===== src/rtl/mips_ctrl_pkg.sv =====
// mips_ctrl_pkg
// Shared definitions for the multicycle MIPS main control FSM: opcode
// values, the 4-bit ALUOp codes handed to the ALU control decoder, the
// datapath mux encodings, the FSM state enum and the control-word struct.
package mips_ctrl_pkg;

  // Opcodes (IR[31:26])
  localparam logic [5:0] OP_R    = 6'b000000;
  localparam logic [5:0] OP_ADDI = 6'b001000;
  localparam logic [5:0] OP_ORI  = 6'b001101;
  localparam logic [5:0] OP_LUI  = 6'b001111;
  localparam logic [5:0] OP_LW   = 6'b100011;
  localparam logic [5:0] OP_SW   = 6'b101011;
  localparam logic [5:0] OP_BEQ  = 6'b000100;
  localparam logic [5:0] OP_BNE  = 6'b000101;
  localparam logic [5:0] OP_J    = 6'b000010;

  // ALUOp codes consumed by the ALU control decoder
  localparam logic [3:0] ALUOP_R      = 4'b1111;
  localparam logic [3:0] ALUOP_ADD    = 4'b0100;
  localparam logic [3:0] ALUOP_ORI    = 4'b0101;
  localparam logic [3:0] ALUOP_LUI    = 4'b0110;
  localparam logic [3:0] ALUOP_LW     = 4'b0001;
  localparam logic [3:0] ALUOP_SW     = 4'b0010;
  localparam logic [3:0] ALUOP_BRANCH = 4'b0011;

  // ALU operand B select
  localparam logic [1:0] SRCB_REG    = 2'b00;
  localparam logic [1:0] SRCB_FOUR   = 2'b01;
  localparam logic [1:0] SRCB_IMM    = 2'b10;
  localparam logic [1:0] SRCB_IMM_SH = 2'b11;

  // PC source select
  localparam logic [1:0] PCSRC_ALU    = 2'b00;
  localparam logic [1:0] PCSRC_ALUOUT = 2'b01;
  localparam logic [1:0] PCSRC_JUMP   = 2'b10;

  typedef enum logic [3:0] {
    S_FETCH    = 4'd0,
    S_DECODE   = 4'd1,
    S_R_EXEC   = 4'd2,
    S_R_WB     = 4'd3,
    S_I_EXEC   = 4'd4,
    S_I_WB     = 4'd5,
    S_MEM_ADDR = 4'd6,
    S_MEM_RD   = 4'd7,
    S_MEM_WB   = 4'd8,
    S_MEM_WR   = 4'd9,
    S_BRANCH   = 4'd10,
    S_JUMP     = 4'd11
  } state_t;

  // Datapath control word produced by the output decoder
  typedef struct packed {
    logic       mem_read;
    logic       mem_write;
    logic       i_or_d;
    logic       ir_write;
    logic       pc_write;
    logic [1:0] pc_source;
    logic       alu_src_a;
    logic [1:0] alu_src_b;
    logic [3:0] alu_op;
    logic       reg_dst;
    logic       mem_to_reg;
    logic       reg_write;
  } ctrl_t;

  // State that follows DECODE for a given opcode; unknown opcodes return to FETCH
  function automatic state_t decode_next(input logic [5:0] op);
    state_t ns;
    case (op)
      OP_R:                    ns = S_R_EXEC;
      OP_ADDI, OP_ORI, OP_LUI: ns = S_I_EXEC;
      OP_LW, OP_SW:            ns = S_MEM_ADDR;
      OP_BEQ, OP_BNE:          ns = S_BRANCH;
      OP_J:                    ns = S_JUMP;
      default:                 ns = S_FETCH;
    endcase
    return ns;
  endfunction

endpackage


===== src/rtl/multicycle_control_out_dec.sv =====
// multicycle_control_out_dec
// Combinational state -> control-word decode for the multicycle control FSM.
// Ports:
//   state     in   current FSM state
//   op_q      in   opcode latched in DECODE (selects ALUOp / branch sense)
//   mem_ready in   memory completes its access this cycle (gates FETCH pc/ir)
//   zero      in   ALU zero flag (resolves branches)
//   ctrl      out  datapath control word
module multicycle_control_out_dec
  import mips_ctrl_pkg::*;
(
  input  state_t     state,
  input  logic [5:0] op_q,
  input  logic       mem_ready,
  input  logic       zero,
  output ctrl_t      ctrl
);

  always_comb begin
    ctrl = '0;
    case (state)
      S_FETCH: begin
        ctrl.mem_read  = 1'b1;
        ctrl.alu_src_b = SRCB_FOUR;
        ctrl.alu_op    = ALUOP_ADD;
        ctrl.pc_source = PCSRC_ALU;
        // IR load and PC+4 only happen on the cycle the instruction arrives
        ctrl.ir_write  = mem_ready;
        ctrl.pc_write  = mem_ready;
      end
      S_DECODE: begin
        // Branch target computed speculatively into ALUOut
        ctrl.alu_src_b = SRCB_IMM_SH;
        ctrl.alu_op    = ALUOP_ADD;
      end
      S_R_EXEC: begin
        ctrl.alu_src_a = 1'b1;
        ctrl.alu_src_b = SRCB_REG;
        ctrl.alu_op    = ALUOP_R;
      end
      S_R_WB: begin
        ctrl.reg_dst   = 1'b1;
        ctrl.reg_write = 1'b1;
      end
      S_I_EXEC: begin
        ctrl.alu_src_a = 1'b1;
        ctrl.alu_src_b = SRCB_IMM;
        case (op_q)
          OP_ORI:  ctrl.alu_op = ALUOP_ORI;
          OP_LUI:  ctrl.alu_op = ALUOP_LUI;
          default: ctrl.alu_op = ALUOP_ADD;
        endcase
      end
      S_I_WB: begin
        ctrl.reg_write = 1'b1;
      end
      S_MEM_ADDR: begin
        ctrl.alu_src_a = 1'b1;
        ctrl.alu_src_b = SRCB_IMM;
        ctrl.alu_op    = (op_q == OP_SW) ? ALUOP_SW : ALUOP_LW;
      end
      S_MEM_RD: begin
        ctrl.mem_read = 1'b1;
        ctrl.i_or_d   = 1'b1;
      end
      S_MEM_WB: begin
        ctrl.mem_to_reg = 1'b1;
        ctrl.reg_write  = 1'b1;
      end
      S_MEM_WR: begin
        ctrl.mem_write = 1'b1;
        ctrl.i_or_d    = 1'b1;
      end
      S_BRANCH: begin
        ctrl.alu_src_a = 1'b1;
        ctrl.alu_src_b = SRCB_REG;
        ctrl.alu_op    = ALUOP_BRANCH;
        ctrl.pc_source = PCSRC_ALUOUT;
        ctrl.pc_write  = ((op_q == OP_BEQ) & zero) | ((op_q == OP_BNE) & ~zero);
      end
      S_JUMP: begin
        ctrl.pc_source = PCSRC_JUMP;
        ctrl.pc_write  = 1'b1;
      end
      default: ctrl = '0;
    endcase
  end

endmodule


===== src/rtl/multicycle_control.sv =====
// multicycle_control
// Main control FSM for the multicycle MIPS datapath. Sequences
// FETCH/DECODE/EXECUTE/MEM/WB, handshakes with a stalling memory via
// mem_ready, and counts retired instructions.
// Ports:
//   clk, reset            clock, synchronous active-high reset
//   opcode, zero          IR[31:26] and ALU zero flag
//   mem_ready             memory completes current access this cycle
//   mem_read..reg_write   datapath control outputs
//   illegal_op            one-cycle pulse in DECODE on an unknown opcode
//   retired               retired-instruction count (wraps)
module multicycle_control
  import mips_ctrl_pkg::*;
#(
  parameter int CNT_W = 32
) (
  input  logic             clk,
  input  logic             reset,
  input  logic [5:0]       opcode,
  input  logic             zero,
  input  logic             mem_ready,
  output logic             mem_read,
  output logic             mem_write,
  output logic             i_or_d,
  output logic             ir_write,
  output logic             pc_write,
  output logic [1:0]       pc_source,
  output logic             alu_src_a,
  output logic [1:0]       alu_src_b,
  output logic [3:0]       alu_op,
  output logic             reg_dst,
  output logic             mem_to_reg,
  output logic             reg_write,
  output logic             illegal_op,
  output logic [CNT_W-1:0] retired
);

  state_t     state, next_state, dec_state;
  logic [5:0] op_q;
  logic       retire;
  ctrl_t      ctrl;

  // While reset is held the outputs look like FETCH regardless of the
  // state register, so a reset mid-instruction cannot leak a write.
  assign dec_state = reset ? S_FETCH : state;

  multicycle_control_out_dec u_out_dec (
    .state     (dec_state),
    .op_q      (op_q),
    .mem_ready (mem_ready),
    .zero      (zero),
    .ctrl      (ctrl)
  );

  always_comb begin
    next_state = state;
    retire     = 1'b0;
    case (state)
      S_FETCH:    if (mem_ready) next_state = S_DECODE;
      S_DECODE:   next_state = decode_next(opcode);
      S_R_EXEC:   next_state = S_R_WB;
      S_I_EXEC:   next_state = S_I_WB;
      S_MEM_ADDR: next_state = (op_q == OP_SW) ? S_MEM_WR : S_MEM_RD;
      S_MEM_RD:   if (mem_ready) next_state = S_MEM_WB;
      S_MEM_WR: begin
        if (mem_ready) begin
          next_state = S_FETCH;
          retire     = 1'b1;
        end
      end
      S_R_WB, S_I_WB, S_MEM_WB, S_BRANCH, S_JUMP: begin
        next_state = S_FETCH;
        retire     = 1'b1;
      end
      default:    next_state = S_FETCH;
    endcase
  end

  always_ff @(posedge clk) begin
    if (reset) begin
      state   <= S_FETCH;
      op_q    <= '0;
      retired <= '0;
    end else begin
      state <= next_state;
      if (state == S_DECODE) op_q <= opcode;
      if (retire) retired <= retired + CNT_W'(1);
    end
  end

  assign mem_read   = ctrl.mem_read  & ~reset;
  assign mem_write  = ctrl.mem_write & ~reset;
  assign ir_write   = ctrl.ir_write  & ~reset;
  assign pc_write   = ctrl.pc_write  & ~reset;
  assign reg_write  = ctrl.reg_write & ~reset;
  assign i_or_d     = ctrl.i_or_d;
  assign pc_source  = ctrl.pc_source;
  assign alu_src_a  = ctrl.alu_src_a;
  assign alu_src_b  = ctrl.alu_src_b;
  assign alu_op     = ctrl.alu_op;
  assign reg_dst    = ctrl.reg_dst;
  assign mem_to_reg = ctrl.mem_to_reg;
  assign illegal_op = ~reset && (state == S_DECODE) && (decode_next(opcode) == S_FETCH);

endmodule


===== config.mk =====
export PLATFORM = sky130hd
export DESIGN_NAME = multicycle_control
export DESIGN_NICKNAME = d
export VERILOG_FILES = /design/src/rtl/mips_ctrl_pkg.sv /design/src/rtl/multicycle_control_out_dec.sv /design/src/rtl/multicycle_control.sv
export SDC_FILE = /design/constraint.sdc
export NUM_CORES = 1
export LEC_CHECK = 0
export ABC_CLOCK_PERIOD_IN_PS = 2830
export CORE_ASPECT_RATIO = 0.9
export CORE_MARGIN = 1
export CORE_UTILIZATION = 55
export CTS_BUF_LIST = sky130_fd_sc_hd__clkbuf_4 sky130_fd_sc_hd__clkbuf_8
export CTS_CLUSTER_DIAMETER = 60
export DETAILED_ROUTE_END_ITERATION = 10
export GPL_TIMING_DRIVEN = 0
export MAX_ROUTING_LAYER = met4
export PLACE_DENSITY = 0.87
export SLEW_MARGIN = 20
export SYNTH_ARGS = -nofsm -noshare
export SYNTH_HDL_FRONTEND = slang
export SYNTH_SLANG_ARGS = --single-unit

===== constraint.sdc =====
create_clock -name clk -period 2.83 [get_ports clk]
set_input_delay 0.4245 -clock clk [delete_from_list [all_inputs] [get_ports clk]]
set_output_delay 0.4245 -clock clk [all_outputs]
set_load 0.02 [all_outputs]

## Word-level counts from Yosys, hierarchy flattened

Index checks and enable logic that the tools add are counted.

| storage, ports and cells | value |
|---|---|
| register bits after elaboration | 42 |
| input bits | 10 |
| logic and storage cells | 88 |

| operators by class | value |
|---|---|
| add/sub/neg operators | 1 |
| eq/ne operators | 38 |
| multiplexer cells | 21 |
| bitwise gates (word level) | 10 |
| reduce and logical (&&, ||, !) cells | 15 |

Operators with widths:

| kind | count |
|---|---|
| $pmux W6 S6 | 1 |
| $add A32 B1 Y32 const B | 1 |
| $eq A4 B3 Y1 const B | 8 |
| $eq A4 B4 Y1 const B | 8 |
| $eq A6 B4 Y1 const B | 5 |
| $pmux W4 S7 | 1 |
| $eq A6 B3 Y1 const B | 4 |
| $mux W4 | 5 |
| $pmux W4 S5 | 1 |
| $eq A6 B6 Y1 const B | 3 |
| $eq A4 B2 Y1 const B | 4 |
| $logic_not A4 Y1 | 3 |
| $mux W1 | 9 |
| $pmux W3 S3 | 1 |
| $eq A4 B1 Y1 const B | 2 |
| $reduce_or A2 Y1 | 4 |
| $and A1 B1 Y1 | 7 |
| $eq A6 B2 Y1 const B | 1 |
| $logic_not A6 Y1 | 1 |
| $ne A2 B2 Y1 const B | 3 |
| $reduce_or A3 Y1 | 2 |
| $reduce_or A5 Y1 | 1 |
| $pmux W2 S2 | 1 |
| $reduce_or A4 Y1 | 1 |
| 6 further kinds | 8 |

## Longest topological paths before layout

Gate-level depths: netlist of the first run.

| logic depth | value |
|---|---|
| depth after elaboration | 5 |
| gate-level depth with buffers | 7 |
| gate-level depth less buffers | 5 |

## Hierarchy

From an unflattened synthesis of the first run, not the netlist that was laid out.

| unflattened totals | value |
|---|---|
| cell total of the unflattened synthesis | 355 |
| area total of the unflattened synthesis | 2827.7 um2 |

By module, submodules not included:

| module | times used | cells an instance | area each (um2) | seq. area each (um2) |
|---|---|---|---|---|
| multicycle_control | 1 | 303 | 2474.9 | 840.8 |
| multicycle_control_out_dec | 1 | 52 | 352.8 | 0.0 |

## Least setup slack after synthesis of the first run

No wires, ideal clock.

| timing path | value |
|---|---|
| kind | register to output |
| start point | register state[2] |
| end point | output port alu_src_a |
| arrival | 1.777 ns |
| required time | 2.406 ns |
| path slack | 0.629 ns |
| stages on the path, launching flop included | 4 |
| cells stage by stage | dfxtp_1 > buf_2 > buf_1 > a2111oi_0 |

| on the way | value |
|---|---|
| word-level cells in the longest chain between the ends | 4 |

Ends and longest elaborated chain:

| element | RTL line | text |
|---|---|---|
| from (decl) | multicycle_control.sv:38 | `state_t state, next_state, dec_state;` |
| from (signal assigned) | multicycle_control.sv:85 | `state <= next_state;` |
| $mux W4 (*) | multicycle_control.sv:45 | `assign dec_state = reset ? S_FETCH : state;` |
| $eq A4 B2 Y1 (tied with other cells) | multicycle_control_out_dec.sv:21 | `case (state)` |
| $reduce_or A4 Y1 (no source line) (*) | - |  |
| $mux W1 (*) | multicycle_control_out_dec.sv:21 |  |
| to (decl) | multicycle_control.sv:28 | `output logic alu_src_a,` |

Every way passes the cells marked *; elsewhere a longest branch is shown, timed or not.

## Final worst setup path of the first run

| timing path | value |
|---|---|
| start point | input port opcode[2] |
| end point | output port illegal_op |

| on the way | value |
|---|---|
| word-level cells in the longest chain between the ends | 5 |

Ends and longest elaborated chain:

| element | RTL line | text |
|---|---|---|
| from (decl) | multicycle_control.sv:19 | `input logic [5:0] opcode,` |
| $eq A6 B4 Y1 (tied with other cells) | mips_ctrl_pkg.sv:72 | `case (op)` |
| $reduce_or A3 Y1 or $reduce_or A2 Y1 (tied branches) | mips_ctrl_pkg.sv:72 |  |
| $pmux W4 S5 (*) | mips_ctrl_pkg.sv:72 |  |
| $logic_not A4 Y1 (*) | multicycle_control.sv:103 | `assign illegal_op = ~reset && (state == S_DECODE) && (decode_next(opcode) == S_FETCH);` |
| $logic_and A1 B1 Y1 (*) | multicycle_control.sv:103 |  |
| to (decl) | multicycle_control.sv:34 | `output logic illegal_op,` |

Marks and branches as above.

==> tab_implementation.tex, run 1 <==
\begin{tabular}{lr}
\hline
Metric & Value \\
\hline
\multicolumn{2}{l}{\textbf{Status}} \\
Result of the run & complete, no violations \\
\multicolumn{2}{l}{\textbf{Clock tree}} \\
TritonCTS Sinks & 42 \\
Count of buffers added by post-CTS timing repair for setup & 0 \\
Post-CTS Hold Fix Bufs & 0 \\
Deepest clock path buffer count & 2 \\
Number of clock buffers inserted by TritonCTS & 5 \\
H-tree depth & 2 \\
Clock network latency to the later pin of the worst-skew pair & 0.30 ns \\
Clock transition at path regs & 0.09 ns \\
CTS tree & yes \\
Clock root buffer & sky130\_fd\_sc\_hd\_\_clkbuf\_8 \\
\multicolumn{2}{l}{\textbf{Yosys}} \\
Ys Warns & 0 \\
Cell type contributing the most total cell area after synthesis & sky130\_fd\_sc\_hd\_\_dfxtp\_1 \\
Proportion of register bits with asynchronous set or reset after synthesis & 0 \\
Syn Inst Count & 324 \\
Post-synthesis net count & 335 \\
Count of flip-flops with a built-in enable after synthesis & 0 \\
Mean instance size in the synthesized netlist & 8.009 µm² \\
Number of distinct standard cells referenced by the synthesized netlist & 54 \\
Number of flip-flops and latches in the synthesized netlist & 42 \\
Area of the mapped netlist & 2595 µm² \\
Most common flop cell mapped by yosys & sky130\_fd\_sc\_hd\_\_dfxtp\_1 \\
Synth top area cells & sky130\_fd\_sc\_hd\_\_dfxtp\_1 32\%, sky130\_fd\_sc\_hd\_\_nor2\_1 5.5\%, sky130\_fd\_sc\_hd\_\_a21oi\_1 5.0\%, sky130\_fd\_sc\_hd\_\_o31ai\_1 4.1\%, sky130\_fd\_sc\_hd\_\_or4\_1 4.1\% \\
Share of the synthesized area in the top cell type & 0.3240 \\
Part of the Yosys area used for sequential elements & 0.3240 \\
\multicolumn{2}{l}{\textbf{Cells and area}} \\
Synthesis-to-finish area growth & 31.10\% \\
Final non-filler cell total & 453 \\
Diode count & 0 \\
Final design area excluding fillers & 3402 µm² \\
Fraction of layout cells with a size suffix above 1 & 0.08951 \\
Utilization of the core after routing & 0.7578 \\
NumNets Final & 401 \\
\multicolumn{2}{l}{\textbf{STA}} \\
Tightest slew margin relative to the limit & 0.6124 \\
Fin crit period & 2.741 ns \\
Count of final max-slew check failures & 0 \\
Number of hold violations in the final report & 0 \\
Setup repair after global routing missed its margin & no \\
Maximum clock rate & 364.9 MHz \\
Clock tree skew after final layout & 0.009730 ns \\
Minimum setup slack in the final design & 0.08932 ns \\
Least-Margin Pin Slew & 0.5790 ns \\
Part of the cycle the worst path needs & 0.9684 \\
Finish-stage setup viols & 0 \\
\multicolumn{2}{l}{\textbf{Critical path}} \\
Number of cell instances on the worst register-to-register path & 6 \\
Critical Path Start Type & input port \\
WP buf/inv & 2 \\
Startpoint of the worst-slack reg-to-reg timing path & retired[0] \\
Delay contributed by the slowest stage of the critical path & 0.59 ns \\
Arrival time worst endpoint & 2.32 ns \\
Cell repeated most along the worst path & sky130\_fd\_sc\_hd\_\_clkdlybuf4s50\_1 \\
Master of the slowest instance on the critical path & sky130\_fd\_sc\_hd\_\_clkdlybuf4s50\_1 \\
Critical path cell sequence & clkdlybuf4s50\_1, and4b\_1, a211o\_1, nor2\_1, o21a\_1, clkdlybuf4s50\_1 \\
Worst-path maximum fanout & 7 \\
Worst EP required & 2.41 ns \\
Register-to-register setup slack & 0.68 ns \\
Capturing point of the worst reg2reg path & retired[14] \\
Top delay family on crit path & buffers and inverters \\
Critical Path Sink Type & output port \\
Type of the worst setup path & input port to output port \\
\multicolumn{2}{l}{\textbf{Worst hold path}} \\
Startpoint of the worst hold path & retired[19] \\
Terminating pin of the worst hold path & retired[19] \\
Classification of the worst-slack hold path & flip-flop to flip-flop \\
Worst hold path depth & 2 \\
\multicolumn{2}{l}{\textbf{Routing}} \\
DR iter-0 viols & 199 \\
Wirelength per Cell & 15.72 µm \\
Remaining antenna violation count after routing & 0 \\
Vias after detailed routing & 2819 \\
Total Routed Length & 7.121 mm \\
Via density & 6.223 \\
Count of TritonRoute iterations in the first routing pass & 5 \\
Post-route DRC & 0 \\
\multicolumn{2}{l}{\textbf{Global route}} \\
First-pass GRT wire length & 11.70 mm \\
Maximum number of pins on one net before global-route repair & 14 \\
Residual overflow from global routing & 0 \\
Antenna violations before repair & 0 \\
Number of global-route vias before repair & 2490 \\
Global-route total usage across every layer & 0.3113 \\
\multicolumn{2}{l}{\textbf{Placement}} \\
Area after detailed placement & 3263 µm² \\
Worst slack at placement & -0.1828 ns \\
Placed cell count & 445 \\
Weighted congestion reported at the end of routability-driven placement & 0.9785 \\
DPL Wire Length & 5.167 mm \\
Count of buffers from port buffering & 59 \\
\multicolumn{2}{l}{\textbf{Pwr}} \\
Worst ir drop on vdd & 0.3341 mV \\
PwrDens & 355.6 nW/µm² \\
Leakage Power & 1.275 nW \\
\multicolumn{2}{l}{\textbf{Floorplanning}} \\
Number of placed I/O pins & 60 \\
Floorplan die height & 67.17 µm \\
Core Region & 4489 µm² \\
Die width & 74.41 µm \\
Area of the die & 4997 µm² \\
Number of placement rows & 23 \\
Starting density of the core & 0.5780 \\
\multicolumn{2}{l}{\textbf{Run}} \\
Max-cap violation count & 0 \\
\hline
\end{tabular}
[flip-flops by register name (all words and copies together), names as in the netlist]
| signal | cells |
|---|---|
| op_q | 6 |
| retired | 32 |
| state | 4 |
[cells by family after synthesis]
| kind of cell | count (synthesis) | synth area share |
|---|---|---|
| and+or+nand+nor | 161 | 0.3660 |
| adders and majority gates | 1 | 0.004821 |
| buffers and inverters | 29 | 0.04869 |
| AOI/OAI and AO/OA | 72 | 0.1798 |
| DFF | 42 | 0.3240 |
| xor gates and xnor gates | 3 | 0.01013 |
| muxes | 16 | 0.06654 |
[worst max path at each step]
| stage | start | end | slack (ns) | depth (start not counted) |
|---|---|---|---|---|
| 5_1_grt | opcode[2] | illegal_op | 0.01 | 6 |
| 2_1_floorplan | state[2] | alu_src_a | 0.63 | 3 |
| 3_3_place_gp | mem_ready | pc_write | -0.20 | 6 |
| 6_report | opcode[2] | illegal_op | 0.09 | 6 |
| 4_1_cts | reset | alu_op[0] | 0.03 | 5 |
| 3_5_place_dp | mem_ready | pc_write | -0.18 | 6 |
[through the flow]
step	total power [mW]	setup TNS, ns	hold slack, ns
3_5_place_dp	0.7439	-0.4287	0.4957
6_report	1.210	0	0.5050
3_3_place_gp	0.7423	-0.4605	0.4790
4_1_cts	1.208	0	0.5060
5_1_grt	1.254	0	0.5203
2_1_floorplan	0.6944	0	0.4750
[layer usage]
| layer | vias to the layer above | track usage | routed length, µm | part of all wire |
|---|---|---|---|---|
| met5 | - | - | 0 | 0 |
| met4 | 0 | 0.06840 | 43 | 0.0060 |
| met3 | 4 | 0.06119 | 443 | 0.062 |
| met2 | 108 | 0.4899 | 3389 | 0.48 |
| met1 | 1357 | 0.4141 | 3245 | 0.46 |
| li1 | 1350 | - | - | - |
[report_power, final]
| group | internal, mW | total, mW | switching [mW] |
|---|---|---|---|
| Sequential | 0.598 | 0.605 | 0.00729 |
| Combinational | 0.0553 | 0.128 | 0.0731 |
| Clock | 0.260 | 0.476 | 0.216 |
[what timing repair did]
action,CTS,global route
hold endpoints to repair,0,0
endpoints found under the setup margin,5,11
resized for setup,5,15
pin swaps,0,0
[synth_stat cells (3+ instances only)]
cell type,n
sky130_fd_sc_hd__dfxtp_1,42
sky130_fd_sc_hd__nor2_1,38
sky130_fd_sc_hd__a21oi_1,26
sky130_fd_sc_hd__nand3_1,20
sky130_fd_sc_hd__nor2b_1,14
sky130_fd_sc_hd__o31ai_1,14
sky130_fd_sc_hd__or4_1,14
sky130_fd_sc_hd__clkbuf_1,12
sky130_fd_sc_hd__nand2_1,12
sky130_fd_sc_hd__o21ai_0,11
sky130_fd_sc_hd__nand4_1,9
sky130_fd_sc_hd__mux2_1,8
sky130_fd_sc_hd__nor4_1,8
sky130_fd_sc_hd__or3_1,8
sky130_fd_sc_hd__and4_1,7
sky130_fd_sc_hd__inv_1,6
sky130_fd_sc_hd__mux2i_1,6
sky130_fd_sc_hd__nor3_1,5
sky130_fd_sc_hd__a21o_1,4
sky130_fd_sc_hd__buf_2,4
sky130_fd_sc_hd__nand2b_1,4
sky130_fd_sc_hd__a32oi_1,3
sky130_fd_sc_hd__and3b_1,3
sky130_fd_sc_hd__buf_1,3
sky130_fd_sc_hd__buf_4,3
[worst register-to-register path, delay by kind of cell, from the launching register on]
family	cells	cell delay (ns)
flip-flops	1	0.43
buffers and inverters	1	0.27
AO/OA/AOI/OAI	1	0.16
adder cells (fa/ha/maj)	1	0.25
AND/OR/NAND/NOR	3	0.97
[cells in the final DEF, fill, tap and decap left out, types with 4 or more instances in the layout]
master | netlist | final
sky130_fd_sc_hd__nand2_1 | 12 | 12
sky130_fd_sc_hd__nand4_1 | 9 | 9
sky130_fd_sc_hd__mux2i_1 | 6 | 6
sky130_fd_sc_hd__buf_2 | 4 | 5
sky130_fd_sc_hd__o31ai_1 | 14 | 14
sky130_fd_sc_hd__a21o_1 | 4 | 4
sky130_fd_sc_hd__or4_1 | 14 | 14
sky130_fd_sc_hd__and4_1 | 7 | 7
sky130_fd_sc_hd__o21ai_0 | 11 | 11
sky130_fd_sc_hd__nor2b_1 | 14 | 14
sky130_fd_sc_hd__nor3_1 | 5 | 5
sky130_fd_sc_hd__clkbuf_8 | 0 | 5
sky130_fd_sc_hd__a21oi_1 | 26 | 26
sky130_fd_sc_hd__nor2_1 | 38 | 37
sky130_fd_sc_hd__or3_1 | 8 | 8
sky130_fd_sc_hd__nand2b_1 | 4 | 4
sky130_fd_sc_hd__inv_1 | 6 | 6
sky130_fd_sc_hd__mux2_1 | 8 | 8
sky130_fd_sc_hd__dfxtp_1 | 42 | 42
sky130_fd_sc_hd__clkbuf_1 | 12 | 6
sky130_fd_sc_hd__clkdlybuf4s50_1 | 0 | 53
sky130_fd_sc_hd__clkbuf_2 | 1 | 8
sky130_fd_sc_hd__nor4_1 | 8 | 8
sky130_fd_sc_hd__dlymetal6s2s_1 | 0 | 5
sky130_fd_sc_hd__nand3_1 | 20 | 20
[area by class of cell]
| cell class | instances | area [µm²] |
|---|---|---|
| Clock buffer | 5 | 68.82 |
| Sequential cell | 42 | 840.8 |
| Buffer | 23 | 113.9 |
| Fill cell | 361 | 1087 |
| Inverter | 6 | 22.52 |
| Clock inverter | 3 | 40.04 |
| Timing Repair Buffer | 59 | 601.8 |
| Tap cell | 62 | 77.57 |
| Multi-Input combinational cell | 253 | 1637 |
(Power assumes the default switching activity.)
==> run 2, diff against run 1 <==
- CORE_ASPECT_RATIO: 0.9 -> 1.5
==> tab_implementation.tex, run 2 (synthesized netlist as in run 1, its figures left out) <==
\begin{tabular}{lr}
\hline
Metric & Value \\
\hline
\multicolumn{2}{l}{\textbf{Status}} \\
Result of the run & complete, no violations \\
\multicolumn{2}{l}{\textbf{Placement}} \\
Count of buffers from port buffering & 59 \\
Weighted congestion reported at the end of routability-driven placement & 0.8869 \\
DPL Wire Length & 5.200 mm \\
Placed cell count & 447 \\
Area after detailed placement & 3266 µm² \\
\multicolumn{2}{l}{\textbf{Clock tree}} \\
Deepest clock path buffer count & 2 \\
Clock transition at path regs & 0.08 ns \\
H-tree depth & 2 \\
Clock root buffer & sky130\_fd\_sc\_hd\_\_clkbuf\_8 \\
CTS tree & yes \\
Number of clock buffers inserted by TritonCTS & 5 \\
Post-CTS Hold Fix Bufs & 0 \\
PostCTS Resize Cnt & 5 \\
TritonCTS Sinks & 42 \\
Clock network latency to the later pin of the worst-skew pair & 0.30 ns \\
Count of buffers added by post-CTS timing repair for setup & 0 \\
\multicolumn{2}{l}{\textbf{Floorplanning}} \\
Number of placed I/O pins & 60 \\
Area of the die & 5003 µm² \\
Number of placement rows & 30 \\
Core Region & 4542 µm² \\
Starting density of the core & 0.5713 \\
Floorplan die height & 86.13 µm \\
Die width & 58.09 µm \\
\multicolumn{2}{l}{\textbf{Worst hold path}} \\
Classification of the worst-slack hold path & flip-flop to flip-flop \\
Startpoint of the worst hold path & retired[19] \\
\multicolumn{2}{l}{\textbf{Cells and area}} \\
Area of the multi-input gates & 1637 µm² \\
Most common cell after layout, fill and taps aside & sky130\_fd\_sc\_hd\_\_clkdlybuf4s50\_1 \\
Synthesis-to-finish area growth & 32.30\% \\
Register with the most flip-flops & retired \\
Sequential Area & 840.8 µm² \\
NumNets Final & 401 \\
Diode count & 0 \\
Final non-filler cell total & 455 \\
Largest registers & retired: 32 flops, op\_q: 6 flops, state: 4 flops \\
Number of fill cells & 336 \\
Max FFs per register & 32 \\
Fraction of layout cells with a size suffix above 1 & 0.09207 \\
Commonest cells after routing, fill and taps aside & 54 x sky130\_fd\_sc\_hd\_\_clkdlybuf4s50\_1, 42 x sky130\_fd\_sc\_hd\_\_dfxtp\_1, 37 x sky130\_fd\_sc\_hd\_\_nor2\_1 \\
Utilization of the core after routing & 0.7559 \\
Final design area excluding fillers & 3433 µm² \\
\multicolumn{2}{l}{\textbf{Critical path}} \\
Critical Path Start Type & input port \\
Worst EP required & 2.41 ns \\
Critical Path Sink Type & output port \\
Startpoint of the worst-slack reg-to-reg timing path & retired[0] \\
Worst setup path startpoint & mem\_ready \\
Type of the worst setup path & input port to output port \\
Arrival time worst endpoint & 2.38 ns \\
Worst-path maximum fanout & 7 \\
\multicolumn{2}{l}{\textbf{Routing}} \\
Post-route DRC & 0 \\
Vias after detailed routing & 2843 \\
Wirelength per Cell & 15.79 µm \\
Count of TritonRoute iterations in the first routing pass & 7 \\
Total Routed Length & 7.186 mm \\
Via density & 6.248 \\
DR iter-0 viols & 217 \\
Remaining antenna violation count after routing & 0 \\
\multicolumn{2}{l}{\textbf{STA}} \\
Part of the cycle the worst path needs & 0.9912 \\
Tightest slew margin relative to the limit & 0.5871 \\
Count of final max-slew check failures & 0 \\
Fin crit period & 2.805 ns \\
Clock tree skew after final layout & 0.008687 ns \\
Least-Margin Pin Slew & 0.6168 ns \\
Finish-stage setup viols & 0 \\
Worst Hold Margin & 0.4988 ns \\
Number of hold violations in the final report & 0 \\
Maximum clock rate & 356.5 MHz \\
\multicolumn{2}{l}{\textbf{Pwr}} \\
Leakage Power & 1.276 nW \\
PwrDens & 385.3 nW/µm² \\
Worst ir drop on vdd & 0.3180 mV \\
\multicolumn{2}{l}{\textbf{Global route}} \\
Number of global-route vias before repair & 2649 \\
First-pass GRT wire length & 11.90 mm \\
Maximum number of pins on one net before global-route repair & 14 \\
Residual overflow from global routing & 0 \\
Global-route total usage across every layer & 0.3140 \\
Antenna violations before repair & 0 \\
\multicolumn{2}{l}{\textbf{Run}} \\
Max-cap violation count & 0 \\
\hline
\end{tabular}
[run 2: final cells by class]
type | instances | area share
Tap cell | 64 | 0.02332
Inverter | 6 | 0.006560
Clock buffer | 6 | 0.02405
Sequential cell | 42 | 0.2449
Multi-Input combinational cell | 253 | 0.4767
Buffer | 23 | 0.03353
Timing Repair Buffer | 59 | 0.1735
Clock inverter | 2 | 0.01749
[run 2: routing by layer]
metal / global-route usage / part of all wire / wire length [µm]
met1: 0.3249 / 0.38 / 2746
met2: 0.5611 / 0.52 / 3768
met3: 0.03771 / 0.052 / 377
met4: 0.1732 / 0.041 / 293
met5: - / 0 / 0
[run 2: through the flow]
stage | worst slack (ns) | TNS [ns] | total power [mW]
6_report | 0.02488 | 0 | 1.323
5_1_grt | -0.0003255 | -0.0003255 | 1.368
3_3_place_gp | -0.2188 | -0.3518 | 0.7428
3_5_place_dp | -0.2094 | -0.3311 | 0.7448
4_1_cts | 0.006421 | 0 | 1.324
2_1_floorplan | 0.6286 | 0 | 0.6944
[run 2: final timing paths]
check	endpoint	slack, ns	cells past startpoint
setup / recovery	pc_write	0.02	6
hold / removal	retired[19]	0.50	2
setup reg to reg	retired[20]	0.76	6
hold reg to reg	retired[19]	0.50	2
[run 2: critical path, cell delays in order]
cell and delay [ns]:
sky130_fd_sc_hd__clkdlybuf4s50_1 0.60, sky130_fd_sc_hd__or4b_2 0.62, sky130_fd_sc_hd__a21oi_1 0.23, sky130_fd_sc_hd__a31oi_1 0.06, sky130_fd_sc_hd__nor2_1 0.11, sky130_fd_sc_hd__dlygate4sd2_1 0.34
[run 2: report_power, final]
part           switching (mW)  internal (mW)
registers             0.00707          0.598
clock network           0.211          0.376
logic                  0.0748         0.0554
==> run 3, diff against run 2 <==
- SLEW_MARGIN: 20 -> default
==> results of run 3 <==
The final DEF is identical to that of run 2; final timing and power are the same.
